===== src/rtl/gcd_seq.sv =====
// rtl/gcd_seq.sv - parametrised subtractive GCD engine with go/busy/done handshake
//
// Purpose:
//   Computes gcd(X, Y) by repeated subtraction, one step per clock.
//   The engine also reports how many subtract steps the result took.
//   gcd(0,0)=0, gcd(0,y)=y and gcd(x,0)=x fall out of the zero checks.
//
// Ports:
//   clk   in   1      rising-edge clock
//   rst   in   1      synchronous active-high reset
//   go    in   1      start request, honoured only when idle
//   X     in   WIDTH  operand A, captured with go
//   Y     in   WIDTH  operand B, captured with go
//   busy  out  1      high whenever the engine is not idle
//   done  out  1      one-cycle pulse when GCD/ITER hold a new result
//   GCD   out  WIDTH  last result, held until the next result
//   ITER  out  WIDTH  subtract steps taken for the last result
//
// WIDTH must lie in 2..64. The step counter cannot wrap. The worst case is
// (2^WIDTH-1, 1), which takes 2^WIDTH-2 steps.

module gcd_seq #(
  parameter int WIDTH = 32
) (
  input  logic             clk,
  input  logic             rst,
  input  logic             go,
  input  logic [WIDTH-1:0] X,
  input  logic [WIDTH-1:0] Y,
  output logic             busy,
  output logic             done,
  output logic [WIDTH-1:0] GCD,
  output logic [WIDTH-1:0] ITER
);

  typedef enum logic [1:0] {
    ST_IDLE = 2'd0,
    ST_RUN  = 2'd1,
    ST_DONE = 2'd2
  } state_t;

  localparam logic [WIDTH-1:0] ZERO = '0;
  localparam logic [WIDTH-1:0] ONE  = {{(WIDTH-1){1'b0}}, 1'b1};

  state_t           state;
  logic [WIDTH-1:0] a;
  logic [WIDTH-1:0] b;
  logic [WIDTH-1:0] cnt;

  // busy and done are registered alongside the state register. They never
  // depend combinationally on go.
  always_ff @(posedge clk) begin
    if (rst) begin
      state <= ST_IDLE;
      a     <= ZERO;
      b     <= ZERO;
      cnt   <= ZERO;
      GCD   <= ZERO;
      ITER  <= ZERO;
      busy  <= 1'b0;
      done  <= 1'b0;
    end else begin
      case (state)
        ST_IDLE: begin
          done <= 1'b0;
          if (go) begin
            a     <= X;
            b     <= Y;
            cnt   <= ZERO;
            busy  <= 1'b1;
            state <= ST_RUN;
          end
        end

        ST_RUN: begin
          // The zero checks come first, so a zero operand finishes without
          // a subtract step. The equality check then stops the loop when
          // both operands are equal.
          if (a == ZERO) begin
            GCD   <= b;
            ITER  <= cnt;
            done  <= 1'b1;
            state <= ST_DONE;
          end else if (b == ZERO) begin
            GCD   <= a;
            ITER  <= cnt;
            done  <= 1'b1;
            state <= ST_DONE;
          end else if (a == b) begin
            GCD   <= a;
            ITER  <= cnt;
            done  <= 1'b1;
            state <= ST_DONE;
          end else if (a > b) begin
            // The larger operand is always the minuend, so this cannot underflow.
            a   <= a - b;
            cnt <= cnt + ONE;
          end else begin
            b   <= b - a;
            cnt <= cnt + ONE;
          end
        end

        ST_DONE: begin
          // This is the single cycle in which done is high. Leave
          // unconditionally, so a go held high waits one idle cycle.
          done  <= 1'b0;
          busy  <= 1'b0;
          state <= ST_IDLE;
        end

        default: begin
          done  <= 1'b0;
          busy  <= 1'b0;
          state <= ST_IDLE;
        end
      endcase
    end
  end

endmodule


===== config.mk =====
export PLATFORM = sky130hd
export DESIGN_NAME = gcd_seq
export DESIGN_NICKNAME = d
export VERILOG_FILES = /design/src/rtl/gcd_seq.sv
export SDC_FILE = /design/constraint.sdc
export NUM_CORES = 1
export LEC_CHECK = 0
export BUFFER_PORTS_ARGS = -buffer_cell sky130_fd_sc_hd__buf_2
export CAP_MARGIN = 20
export CORE_MARGIN = 8
export CORE_UTILIZATION = 53
export CTS_BUF_LIST = sky130_fd_sc_hd__clkbuf_16
export CTS_CLUSTER_SIZE = 20
export DETAILED_ROUTE_END_ITERATION = 10
export PLACE_DENSITY = 0.77
export SLEW_MARGIN = 20
export SYNTH_ARGS = -nofsm -noshare
export SYNTH_HDL_FRONTEND = slang
export SYNTH_SLANG_ARGS = --single-unit

===== constraint.sdc =====
create_clock -name clk -period 2.98 [get_ports clk]
set_clock_uncertainty 0.05 [all_clocks]
set_input_delay 0.149 -clock clk [delete_from_list [all_inputs] [get_ports clk]]
set_output_delay 0.149 -clock clk [all_outputs]
set_load 0.02 [all_outputs]

# --- Yosys cells after proc, flatten, opt, wreduce, memory -nomap -nowiden ---
# Index checks and enable logic that the tools add are counted.
totals:
  in_bits: 67
  register_bits: 164
  latchBits: 0
  out_inout_bits: 66
  word_cells: 67
  ramBits: 0
  rom_bits: 0
  n_memories: 0
op_classes:
  n_reduce_logical: 12
  magnitude_cmp: 1
  n_addsub: 3
  mul: 0
  n_div: 0
  mux: 33
  eq_ne: 9
  shifts: 0
  bitwise: 1
op_table:
  columns: ["operator", "n"]
  rows:
  - ["2-to-1 mux 32 bit", 20]
  - ["one-hot mux 32 bit (2 select lines)", 3]
  - ["logical NOT 32 bit", 2]
  - ["subtractor 32 bit", 2]
  - ["adder 32 x 1 -> 32 bit, second input constant", 1]
  - ["== test 32 bit", 1]
  - ["greater-than comparator 32 bit", 1]
  - ["inequality test 2 bit, second input constant", 6]
  - ["AND reduction 6 bit", 2]
  - ["2-to-1 mux 2 bit", 4]
  - ["AND reduction 2 bit", 3]
  - ["AND reduction 5 bit", 1]
  - ["2-to-1 mux 1 bit", 4]
  - ["inequality test 4 bit, second input constant", 1]
  - ["one-hot mux 2 bit (2 select lines)", 1]
  - ["nonzero test 3 bit", 1]
  - ["== test 2 x 1 -> 1 bit, second input constant", 1]
  - ["logical NOT 2 bit", 1]
  - ["one-hot mux 1 bit (2 select lines)", 1]
  - ["nonzero test 2 bit", 1]
  - ["OR reduction 2 bit", 1]
  - ["inverter 1 bit", 1]

# --- Depth between registers and ports, before layout ---
logic_depth:
  ltp_word: 6
  ltp_mapped: 15
  mapped_depth_nobuf: 12

# --- Worst setup path before layout ---
# OpenSTA, ideal clock, no wires.
synth_path:
  kind: "reg-to-reg"
  startpoint: "register a[6]"
  endpoint: "register a[16]"
  setup_slack_ns: 0.169
  n_path_buf: 4
  stages_incl_launch_ff: 14
  period_less_slack_ns: 2.811
  setup_time_ns: 0.142
  arrival_time_ns: 2.619
  t_required_ns: 2.788
  cell_sequence: "dfxtp_1 inv_1 ha_1 buf_2 and4_1 and3_1 buf_4 nor3_1 o2111ai_1 and2_1 buf_6 buf_6 a211oi_2 a211oi_2"
synth_between:
  elab_chain_len: 6
  word_cells_on_any_way: 13
  classes_between: "add/sub: 1; order compare: 1; eq/ne: 4; mux: 5; reduce/logical: 2"
synth_lines:
  columns: ["element", "line_no", "rtl"]
  rows:
  - ["start, declared", "46", "logic [WIDTH-1:0] a;"]
  - ["start signal, assigned", "96", "a <= a - b;"]
  - ["subtractor 32 bit", "96", null]
  - ["2-to-1 mux 32 bit", "94", "end else if (a > b) begin"]
  - ["2-to-1 mux 32 bit", "89", "end else if (a == b) begin"]
  - ["2-to-1 mux 32 bit", "84", "end else if (b == ZERO) begin"]
  - ["2-to-1 mux 32 bit", "79", "if (a == ZERO) begin"]
  - ["one-hot mux 32 bit (2 select lines)", "63", "case (state)"]
# Parallel ways exist; a longest one is shown, timed or not. The select of a mux whose other input is x is not followed.
# A chain may end at the register's enable or synchronous reset.

# --- Final worst setup path ---
layout_path:
  startpoint: "register a[2]"
  endpoint: "register b[1]"
layout_between:
  elab_chain_len: 3
  word_cells_on_any_way: 7
  classes_between: "order compare: 1; eq/ne: 4; reduce/logical: 2"
layout_lines:
  columns: ["element", "line_no", "rtl"]
  rows:
  - ["greater-than comparator 32 bit, or another cell as far along", "94", null]
  - ["inequality test 2 bit (no source line)", null, null]
  - ["AND reduction 6 bit (no source line) (*)", null, null]
  - ["end signal, assigned", "99", "b <= b - a;"]
  - ["end, declared", "47", "logic [WIDTH-1:0] b;"]
# Every way passes the cells marked *; elsewhere a longest branch is shown, timed or not.

==> impl_metrics.py <==
metrics = {
    "power_and_ir_drop": {
        "swShare_pct": 41.3,
        "p_int_mw": 5.65,
        "power.density_mw_per_mm2": 694,
        "clkPwrFrac_pct": 23.7,
        "seq_power_share_pct": 25.7,
        "p_total_mw": 9.63,
        "combPwrFrac_pct": 50.6,
        "vdd_drop_max_v": 0.000477,
        "switching_power_mw": 3.98,
        "p_leak_nw": 5.88,
    },
    "logic_synthesis": {
        "ys_types": 75,
        "synth_common_cells": "169 x nand2_1, 164 x dfxtp_1, 164 x nor2_1",
        "ys_top_cells_by_area": "dfxtp_1 31%, ha_1 7.6%, nand2_1 6.0%",
        "syn-mean-instance-area_um2": 7.82,
        "synthArstFlopShare_pct": 0,
        "seq_area_frac_synth_pct": 31.2,
        "syn_nets": 1476,
        "synth_ff_type": "dfxtp_1",
        "ys.warnings.count": 0,
        "synth_area_mm2": 0.0105,
        "synthCells": 1343,
        "synth-seq-cells": 164,
        "yosysTopAreaCellShare_pct": 31.2,
        "yosys.area.top_type": "dfxtp_1",
        "synth_edf_count": 0,
        "yosysMostFrequentCell": "nand2_1",
    },
    "placement": {
        "routabilityCongestion": 1.03,
        "post_dp_cell_area_mm2": 0.0124,
        "io_buffers": 132,
        "place.detailed.hpwl_um": 25700,
    },
    "drt": {
        "wl_per_cell_um": 19.4,
        "viasPerCell": 5.96,
        "postRouteAntennaNets": 0,
        "drtIter0Drc": 1044,
        "drc": 0,
        "wirelength_um": 36900,
        "vias": 11285,
        "dr.pass1.iters": 6,
    },
    "cells_and_area": {
        "layout-drive-gt1-share_pct": 28.8,
        "final_cell_area_mm2": 0.0139,
        "fin_nets": 1750,
        "multi_input_area_mm2": 0.00683,
        "register_area_mm2": 0.00330,
        "area_growth_pct": 32.1,
        "nFillCells": 1487,
        "diodes": 0,
    },
    "run_status": {
        "violations": "negative hold slack",
        "outcome": "complete, but fails checks",
    },
    "grt": {
        "grt_use_met1_pct": 35.4,
        "busiest_layer": "met2",
        "grt_max_degree": 57,
        "antenna_found_initial": 0,
        "globalRouteOverflowTotal": 0,
        "use_met2_pct": 47.8,
        "first_global_vias": 10812,
        "grt_pass1_wl_um": 56500,
        "grtUsageTotal_pct": 28.7,
        "grt_use_met3_pct": 5.21,
    },
    "clock_network": {
        "cts-buffers-inserted": 17,
        "cts_tree": "built",
        "cts_sinks": 164,
        "clock-root-buffer": "clkbuf_16",
        "clk_latency_ps": 440,
        "cts_buffer_depth": 2,
        "path_clk_slew_ps": 80,
        "htree_levels": 4,
    },
    "floorplan": {
        "num_rows": 51,
        "die_y_um": 157,
        "io_pins": 133,
        "dieArea_mm2": 0.0246,
        "fp.dieW_um": 157,
        "core_area_mm2": 0.0195,
        "initial_utilization_pct": 54.0,
    },
    "min_path": {
        "hold_start": "Y[2]",
        "worstHoldEndpoint": "b[2]$_SDFFE_PP0P_",
        "hold_class": "primary input to flip-flop",
        "min_path_cells": 3,
    },
    "timing": {
        "period_needed_ps": 2960,
        "worst_pin_slew_ps": 1050,
        "maxSlewViolCount": 0,
        "tns_ps": 0,
        "rsz0062_at_grt": "yes",
        "setup_viol": 0,
        "finalCritPeriodShare_pct": 99.4,
        "fmax_ghz": 0.338,
        "worst_hold_slack_ps": -3.61,
        "maxSlewHeadroom_pct": 29.4,
        "hold_viol_final": 1,
    },
    "run": {
        "max_cap_violations": 0,
    },
    "worst_setup_path": {
        "critical_path.max_fanout": 12,
        "r2r-start": "a[2]$_SDFFE_PP0P_",
        "cp-start-kind": "flip-flop",
        "reg2reg_setup_slack_ps": 20,
        "cp-end-kind": "flip-flop",
        "required_ps": 3260,
        "arrival_ps": 3240,
        "r2r-end": "b[1]$_SDFFE_PP0P_",
        "crit_type": "flip-flop to flip-flop",
        "r2r_cells": 13,
    },
}
## state kept, by name, indices dropped and copies added, names as in the netlist
signal / count
GCD: 32
ITER: 32
a: 32
b: 32
cnt: 32
state: 2
busy: 1
done: 1
## layout make-up
| type | instances | area share [%] |
|---|---|---|
| repair buffers | 344 | 18.1 |
| multi-input cells | 1014 | 49.2 |
| clock buffers | 17 | 3.06 |
| inverters | 76 | 2.05 |
| clock inverters | 15 | 1.41 |
| flip-flops and latches | 164 | 23.7 |
| well taps | 265 | 2.39 |
## cells in the final DEF, fill, tap and decap left out, types with 7 or more instances in the layout
cell type / count
xnor2_1: 38
a311oi_1: 18
buf_4: 164
dfxtp_2: 7
o21ai_0: 28
a21oi_1: 114
mux2i_1: 9
o21bai_1: 14
nand2_1: 168
and3_1: 9
buf_2: 131
a211oi_2: 35
dlygate4sd3_1: 30
nor3_1: 44
buf_6: 7
ha_1: 51
ha_2: 7
nand3_1: 20
nor2_1: 161
dfxtp_1: 156
a21o_1: 26
clkbuf_16: 20
inv_1: 75
nand4_1: 22
clkinv_8: 7
nor4_1: 16
o21a_1: 9
xor2_1: 34
a211oi_1: 49
## critical path, cell delays in order, from the launching register on
cell and delay [ps]:
dfxtp_4 370, inv_2 50, ha_4 260, buf_6 110
nand4_1 180, nor4_2 390, and3_4 310, buf_4 140
nor3_4 50, a211oi_4 260, buf_6 170, buf_6 160
nor2_1 70, a211oi_1 270
## through the flow
stage                     hold slack, ps  utilization [%]  cells  setup WS (ps)
after floorplan                      253                -   1343            169
after global placement               364             63.6   1812           -181
after detailed placement             376             63.6   1812           -197
after CTS                           1.52             68.6   1873           1.90
after global routing                1.41             71.3   1895          -75.4
final                              -3.61             71.3   1895           18.6
## timing repair
item | in CTS | in global routing
hold buffers | 26 | 4
pin swaps | 5 | 32
cloned | 1 | 3
endpoints found under the setup margin | 80 | 92
setup buffers | 2 | 15
resized for setup | 9 | 76
endpoints found under the hold margin | 26 | 4
## cell families (layout without fill, tap and decap cells)
group                    Yosys count  in the layout  share of synthesized area, %
buffers and inverters            165            452                          6.82
adder cells (fa/ha/maj)           66             66                          8.00
multiplexers                      12             12                          1.18
XOR/XNOR                          73             73                          6.09
flip-flops                       164            164                          31.2
AO/OA/AOI/OAI                    367            367                          25.4
AND/OR/NAND/NOR                  496            496                          21.2
## metal layers
metal	wire length, µm	vias to the layer above
met3	3190	133
met1	14700	5311
li1	-	5266
met2	17200	575
met4	1710	0
met5	0	-
## power by group through the flow
stage	Clock [mW]	Combinational, mW	Sequential, mW
6_report	2.28	4.87	2.48
4_1_cts	2.29	4.37	2.46
3_3_place_gp	0	4.23	2.50
3_5_place_dp	0	4.25	2.51
2_1_floorplan	0	2.72	2.51
5_1_grt	2.38	5.20	2.49
## how the worst max path moves through the flow
stage                  startpoint                  to  cells after the start
2_1_floorplan   a[6]$_SDFFE_PP0P_  a[16]$_SDFFE_PP0P_                     13
3_3_place_gp    a[2]$_SDFFE_PP0P_  a[22]$_SDFFE_PP0P_                     13
3_5_place_dp    a[2]$_SDFFE_PP0P_   a[2]$_SDFFE_PP0P_                     13
4_1_cts        a[29]$_SDFFE_PP0P_  b[22]$_SDFFE_PP0P_                     11
5_1_grt        a[27]$_SDFFE_PP0P_   b[1]$_SDFFE_PP0P_                     14
6_report        a[2]$_SDFFE_PP0P_   b[1]$_SDFFE_PP0P_                     13
Note: power is estimated with default switching activity, not from simulation.
